===== config.mk =====
export PLATFORM = sky130hd
export DESIGN_NAME = mac_tx_arbiter
export DESIGN_NICKNAME = d
export VERILOG_FILES = /design/src/rtl/mac_tx_arbiter.sv
export SDC_FILE = /design/constraint.sdc
export NUM_CORES = 1
export LEC_CHECK = 0
export CORE_MARGIN = 1
export CORE_UTILIZATION = 29
export CTS_CLUSTER_SIZE = 8
export DETAILED_ROUTE_END_ITERATION = 7
export HOLD_SLACK_MARGIN = 0.08
export PLACE_DENSITY_LB_ADDON = 0.1
export RECOVER_POWER = 50
export SLEW_MARGIN = 40
export SYNTH_ARGS = -nofsm -noshare
export SYNTH_HDL_FRONTEND = slang
export SYNTH_SLANG_ARGS = --single-unit

===== constraint.sdc =====
create_clock -name clk -period 1.8 [get_ports clk]
set_clock_uncertainty 0.05 [all_clocks]
set_input_delay 0.54 -clock clk [delete_from_list [all_inputs] [get_ports clk]]
set_output_delay 0.54 -clock clk [all_outputs]
set_load 0.005 [all_outputs]

===== src/rtl/mac_tx_arbiter.sv =====
// mac_tx_arbiter: frame-level arbiter sharing the MAC TX payload byte stream
// among NUM_SRC producers. A grant is held until the owner's eof byte is
// accepted, so frames never interleave.
//
// Build option: define MAC_TX_ARB_STRICT_PRIO_EN to select the lowest-index
// requester instead of round-robin (source 0 can then starve the others).
//
// Handshake: a byte moves on a cycle where valid && ready are both high.
// Valid never waits on ready; ready may depend combinationally on valid only
// through the grant (src_ready[g] is a straight copy of mac_ready).
module mac_tx_arbiter #(
    parameter int NUM_SRC = 4,
    parameter int IDW     = $clog2(NUM_SRC)
) (
    input  logic                 clk,
    input  logic                 reset,
    input  logic [NUM_SRC-1:0]   src_valid,
    input  logic [NUM_SRC*8-1:0] src_data,
    input  logic [NUM_SRC-1:0]   src_eof,
    output logic [NUM_SRC-1:0]   src_ready,
    input  logic                 mac_ready,
    output logic                 mac_valid,
    output logic [7:0]           mac_data,
    output logic                 mac_eof,
    output logic                 busy,
    output logic [IDW-1:0]       grant_id,
    output logic                 frame_done
);

    typedef enum logic {
        IDLE = 1'b0,
        XFER = 1'b1
    } state_t;

    state_t         state;
    logic [IDW-1:0] winner;
    logic           any_req;
    logic           accept;

`ifdef MAC_TX_ARB_STRICT_PRIO_EN
    // Lowest-index requester wins.
    always_comb begin
        winner  = '0;
        any_req = 1'b0;
        for (int i = 0; i < NUM_SRC; i++) begin
            if (!any_req && src_valid[i]) begin
                winner  = IDW'(i);
                any_req = 1'b1;
            end
        end
    end
`else
    localparam int            CW    = IDW + 1;
    localparam logic [CW-1:0] NUM_C = CW'(NUM_SRC);

    logic [IDW-1:0] last;
    logic [CW-1:0]  cand;

    // First requester searching upward from last+1; one extra bit plus an
    // explicit wrap keeps the search correct for non-power-of-two NUM_SRC.
    always_comb begin
        winner  = '0;
        any_req = 1'b0;
        cand    = '0;
        for (int k = 1; k <= NUM_SRC; k++) begin
            cand = {1'b0, last} + CW'(k);
            if (cand >= NUM_C) begin
                cand = cand - NUM_C;
            end
            if (!any_req && src_valid[cand[IDW-1:0]]) begin
                winner  = cand[IDW-1:0];
                any_req = 1'b1;
            end
        end
    end
`endif

    // Combinational byte path from the granted source; gated while idle.
    always_comb begin
        src_ready = '0;
        mac_valid = 1'b0;
        mac_data  = 8'h00;
        mac_eof   = 1'b0;
        if (state == XFER) begin
            mac_valid           = src_valid[grant_id];
            mac_data            = src_data[{grant_id, 3'b000} +: 8];
            mac_eof             = src_eof[grant_id];
            src_ready[grant_id] = mac_ready;
        end
    end

    assign accept     = mac_valid & mac_ready;
    assign frame_done = accept & mac_eof;

    // Grant FSM: arbitrate in IDLE, hold the grant in XFER until eof is taken.
    always_ff @(posedge clk) begin
        if (reset) begin
            state    <= IDLE;
            grant_id <= '0;
            busy     <= 1'b0;
`ifndef MAC_TX_ARB_STRICT_PRIO_EN
            last     <= IDW'(NUM_SRC - 1);
`endif
        end else begin
            case (state)
                IDLE: begin
                    if (any_req) begin
                        grant_id <= winner;
`ifndef MAC_TX_ARB_STRICT_PRIO_EN
                        last     <= winner;
`endif
                        busy     <= 1'b1;
                        state    <= XFER;
                    end
                end
                XFER: begin
                    if (accept && mac_eof) begin
                        busy  <= 1'b0;
                        state <= IDLE;
                    end
                end
                default: begin
                    busy  <= 1'b0;
                    state <= IDLE;
                end
            endcase
        end
    end

endmodule


==> results of run 1 <==
[path summary, 6_finish.rpt]
kind                                  end  slack [ns]
worst max-delay path            mac_valid       -0.30
worst min-delay path                 busy        0.43
worst max register to register      state        0.20
worst min register to register       busy        0.43
[routing by layer]
layer,track usage (%),wire (um)
met4,4.95,3
met5,0,0
met3,5.56,201
met2,38.7,1420
met1,21.8,1080
[stage by stage]
stage / instances / power (mW) / hold WS [ns]
2_1_floorplan: 76 / 0.446 / 0.413
3_3_place_gp: 174 / 0.720 / 0.415
3_5_place_dp: 174 / 0.731 / 0.424
4_1_cts: 186 / 0.862 / 0.435
5_1_grt: 186 / 0.970 / 0.447
6_report: 186 / 0.909 / 0.432
[area by class of cell]
| cell class | instances | area [um^2] | share of cell area (%) |
|---|---|---|---|
| repair buffers | 84 | 713 | 47.4 |
| multi-input cells | 63 | 598 | 39.8 |
| flip-flops and latches | 6 | 128 | 8.49 |
| inverters | 2 | 7.51 | 0.499 |
| clock buffers | 3 | 22.5 | 1.50 |
| well taps | 28 | 35.0 | 2.33 |
[cell usage in the layout (no fill, tap or decap), types with 2 or more instances in the layout]
cell / instances
o21ai_0: 2
nor2_2: 2
nand2_1: 4
clkbuf_4: 3
nor2_1: 3
buf_2: 14
mux4_2: 9
clkdlybuf4s50_1: 2
dfxtp_4: 2
dlygate4sd2_1: 38
and2_4: 3
and2_1: 7
nor2_4: 2
buf_4: 14
nor2b_1: 3
inv_1: 2
nand2b_1: 5
o22ai_1: 2
buf_6: 12
a21oi_1: 6
dfxtp_1: 4
[kinds of logic (layout without fill, tap and decap cells)]
| kind of cell | after synthesis | count (layout) | synth area share [%] |
|---|---|---|---|
| AND/OR/NAND/NOR | 35 | 35 | 26.9 |
| buffers and inverters | 7 | 89 | 8.12 |
| flip-flops | 6 | 6 | 16.6 |
| multiplexers | 12 | 12 | 34.2 |
| AO/OA/AOI/OAI | 16 | 16 | 14.2 |
[critical path: cells and delay by family]
family / cells / cell delay (ns)
simple gates: 1 / 0.14
mux: 1 / 0.48
buf+inv: 3 / 0.34
[flip-flops by register name, summed over array words and instances (netlist names)]
signal / count
state: 1
last: 2
grant_id: 2
busy: 1
[what timing repair did]
item                                    4_1_cts  5_1_grt
buffers inserted                              9        0
hold buffers                                  0        0
resized for setup                           136       17
pin swaps                                    13        2
endpoints found under the setup margin       18       15
[where the power goes]
part / total, mW / leakage (nW) / internal [mW] / switching, mW
sequential: 0.192 / 0.0514 / 0.160 / 0.0321
combinational: 0.590 / 0.636 / 0.375 / 0.215
clock: 0.127 / 0.0138 / 0.0756 / 0.0509
total: 0.909 / 0.701 / 0.611 / 0.298
==> impl_metrics.toml, run 1 <==
[run_status]
status = "finished with violations"
violations = "setup timing"

[setup_path]
crit_type = "input pin to output pin"
cp_slowest_stage_delay_ns = 0.48
start_kind = "input pin"
startpoint = "src_valid[1]"
cp.required_ns = 1.21
cp_cell_sequence = "buf_2 -> mux4_2 -> buf_6 -> and2_4 -> buf_6"
path_common_cell = "buf_6"
setup.worst_path.end_class = "output pin"
r2r_cells = 8
path_max_fanout = 2
crit_arrival_ns = 1.51
cp_slowest_cell = "mux4_2"
r2r_start = "grant_id[0]"

[timing]
finalSetupViolations = 13
worst_slew_pin_slew_ns = 0.271
rsz0062_at_grt = "true"
finalHoldViolations = 0
period_share_pct = 117
finalSetupTns_ns = -3.02
period_needed_ns = 2.10
fmax_mhz = 476
fin_ws_ns = -0.301
drv_slew = 0
slew-limit-headroom_pct = 81.7

[die]
rows = 17
dieArea_um2 = 2700
fp.dieH_um = 52.0
fp.dieW_um = 52.0
fp.coreArea_um2 = 2280
initial_utilization_pct = 31.8
num_io_pins = 61

[flow_run]
drv_cap = 0

[clock_network]
cts_sinks = 6
ctsRootBufferMaster = "clkbuf_4"
cts_tree = "done"
path_clk_slew_ns = 0.05
cts.path.max_buffers = 2
clk_latency_ns = 0.24
htree_levels = 1
cts_buffers = 3

[drt]
wl_per_cell_um = 14.5
vias_per_cell = 4.98
num_vias = 927
route.detailed.drc = 0
drt_iter0_drc = 11
ant_nets = 0
dr.pass1.iters = 4
routed_wl_um = 2700

[synthesis]
synth_area_leader_cell = "dfxtp_1"
yosysUniqueCellTypes = 28
synth_fp_nets = 119
seq_area_frac_synth_pct = 16.6
ys_top_cells_by_count = "and2_1 (9), nor2_1 (7), a21oi_1 (6), dfxtp_1 (6)"
netlist_area_um2 = 724
postSynth.asyncResetShare_pct = 0
synthCells = 76
synth_top_area_share_pct = 16.6
synth_ff_type = "dfxtp_1"
synth.most_common_cell = "and2_1"
synth_area_leaders = "dfxtp_1 (17%), mux4_2 (16%), mux4_1 (15%)"
synth_edf_count = 0
yosysWarnings = 0
ys_ff_latch = 6
postSynthAreaPerCell_um2 = 9.53

[global_routing]
grt_antenna_before_repair = 0
grt_pass1_wl_um = 4060
track_usage_pct = 20.4
grt_max_degree = 14
first_global_vias = 908
overflow = 0

[hold_path]
worstHoldPathCells = 2
hold_class = "flip-flop to flip-flop"
min_from = "busy"

[placement]
hpwl_um = 1990
port_buffers = 60
placed_area_um2 = 1440
dp_worst_setup_slack_ns = -0.879
gp_congestion = 0.788

[layout]
final_area_um2 = 1500
syn_to_final_growth_pct = 108
fillers = 222
antenna_cells = 0
drive_above_1_share_pct = 44.9
nNetsFinal = 203
final_util_pct = 66.1

[power_and_ir_drop]
p_leak_nw = 0.701
vdd_drop_max_mv = 0.429
cellPowerDensity_nw_per_um2 = 604
(Power assumes the default switching activity.)
==> run 2, diff against run 1 <==
Settings changed: REMOVE_ABC_BUFFERS from default to 1, SETUP_SLACK_MARGIN from default to 0.15.
==> impl_metrics.toml, run 2 (synthesized netlist as in run 1, its figures left out) <==
[layout]
final_util_pct = 65.4
antenna_cells = 0
instances_no_fill = 184
syn_to_final_growth_pct = 106
final_common_cell = "dlygate4sd2_1"
reg_top3 = "grant_id: 2 flops, last: 2 flops"
drive_above_1_share_pct = 46.2
fillers = 222
mostFrequentLayoutCells = "dlygate4sd2_1 (38), buf_4 (15), buf_6 (13)"
final_area_um2 = 1490
nNetsFinal = 201

[hold_path]
hold_class = "flip-flop to flip-flop"

[clock_network]
ctsRootBufferMaster = "clkbuf_4"
htree_levels = 1
clk_latency_ns = 0.24
cts_tree = "done"
cts.path.max_buffers = 2
cts_buffers = 3
cts_sinks = 6
path_clk_slew_ns = 0.04

[placement]
gp_congestion = 0.810
hpwl_um = 2060
placed_area_um2 = 1450
dp_cells = 174
dp_worst_setup_slack_ns = -0.874
port_buffers = 60

[drt]
route.detailed.drc = 0
num_vias = 932
vias_per_cell = 5.07
routed_wl_um = 2730
drt_iter0_drc = 10
dr.pass1.iters = 4
ant_nets = 0
wl_per_cell_um = 14.8

[global_routing]
overflow = 0
grt_pass1_wl_um = 4050
grt_antenna_before_repair = 0
first_global_vias = 856
grt_max_degree = 15
track_usage_pct = 20.2

[die]
fp.coreArea_um2 = 2280
num_io_pins = 61
initial_utilization_pct = 31.8
fp.dieH_um = 52.0
fp.dieW_um = 52.0
dieArea_um2 = 2700
rows = 17

[timing]
worst_slew_pin_slew_ns = 0.239
fmax_mhz = 479
rsz0062_at_grt = "true"
period_share_pct = 116
finalSetupViolations = 13
finalHoldViolations = 0
slew-limit-headroom_pct = 83.8
finalSetupTns_ns = -2.89
period_needed_ns = 2.09
drv_slew = 0
fin_ws_ns = -0.289
hold_ws_ns = 0.419

[power_and_ir_drop]
cellPowerDensity_nw_per_um2 = 609
total_power_mw = 0.907
vdd_drop_max_mv = 0.531
p_leak_nw = 0.701

[setup_path]
cp.required_ns = 1.21
crit_arrival_ns = 1.50
start_kind = "input pin"
crit_type = "input pin to output pin"
setup.worst_path.end_class = "output pin"
cp_cell_sequence = "dlygate4sd2_1 -> mux4_2 -> and2_4 -> buf_6"
cp_slowest_cell = "mux4_2"
cp_slowest_stage_delay_ns = 0.46
path_max_fanout = 1

[run_status]
status = "finished with violations"
violations = "setup timing"

[flow_run]
drv_cap = 0
-- run 2: changes by cell type in the layout (fill, tap and decap cells not counted), moves of 2 or more --
cell / change
and2_1: -5
and2_4: +5
nor2_4: -2
buf_2: -3
-- run 2: routing by layer --
layer | vias to the layer above | wire [um] | GRT usage (%)
met3 | 2 | 308 | 6.43
met2 | 43 | 1320 | 35.3
met4 | 0 | 14 | 2.70
met5 | - | 0 | 0
met1 | 438 | 1090 | 24.4
li1 | 449 | - | -
-- run 2: final timing paths --
kind                                    from     endpoint  slack [ns]  cells past startpoint
worst max register to register   grant_id[0]         busy        0.23                      8
worst min-delay path                    busy         busy        0.42                      2
worst min register to register          busy         busy        0.42                      2
worst max-delay path            src_data[24]  mac_data[0]       -0.29                      4
-- run 2: layout make-up --
cell class	instances	area (um^2)	share of cell area, %
clock buffers	3	22.5	1.51
inverters	2	7.51	0.504
multi-input cells	63	591	39.7
flip-flops and latches	6	128	8.57
well taps	28	35.0	2.35
repair buffers	82	706	47.4
-- run 2: repair_timing --
item / CTS / global route
endpoints found under the setup margin: 21 / 16
pin swaps: 14 / 1
setup buffers: 3 / 4
hold buffers: 0 / 0
gates resized for setup: 140 / 18
-- run 2: critical path: cells and delay by family --
kind | cells | cell delay, ns
buf+inv | 2 | 0.35
mux | 1 | 0.46
simple gates | 1 | 0.15
-- run 2: where the power goes --
group	leakage (nW)	total, mW	switching (mW)	internal [mW]
Sequential	0.0514	0.193	0.0331	0.160
Combinational	0.635	0.592	0.207	0.385
Clock	0.0138	0.122	0.0465	0.0753
==> run 3, diff against run 2 <==
Settings changed: CAP_MARGIN from default to 40, CTS_CLUSTER_DIAMETER from default to 150.
==> results of run 3 <==
Final layout, timing and power as in run 2 (identical DEF).
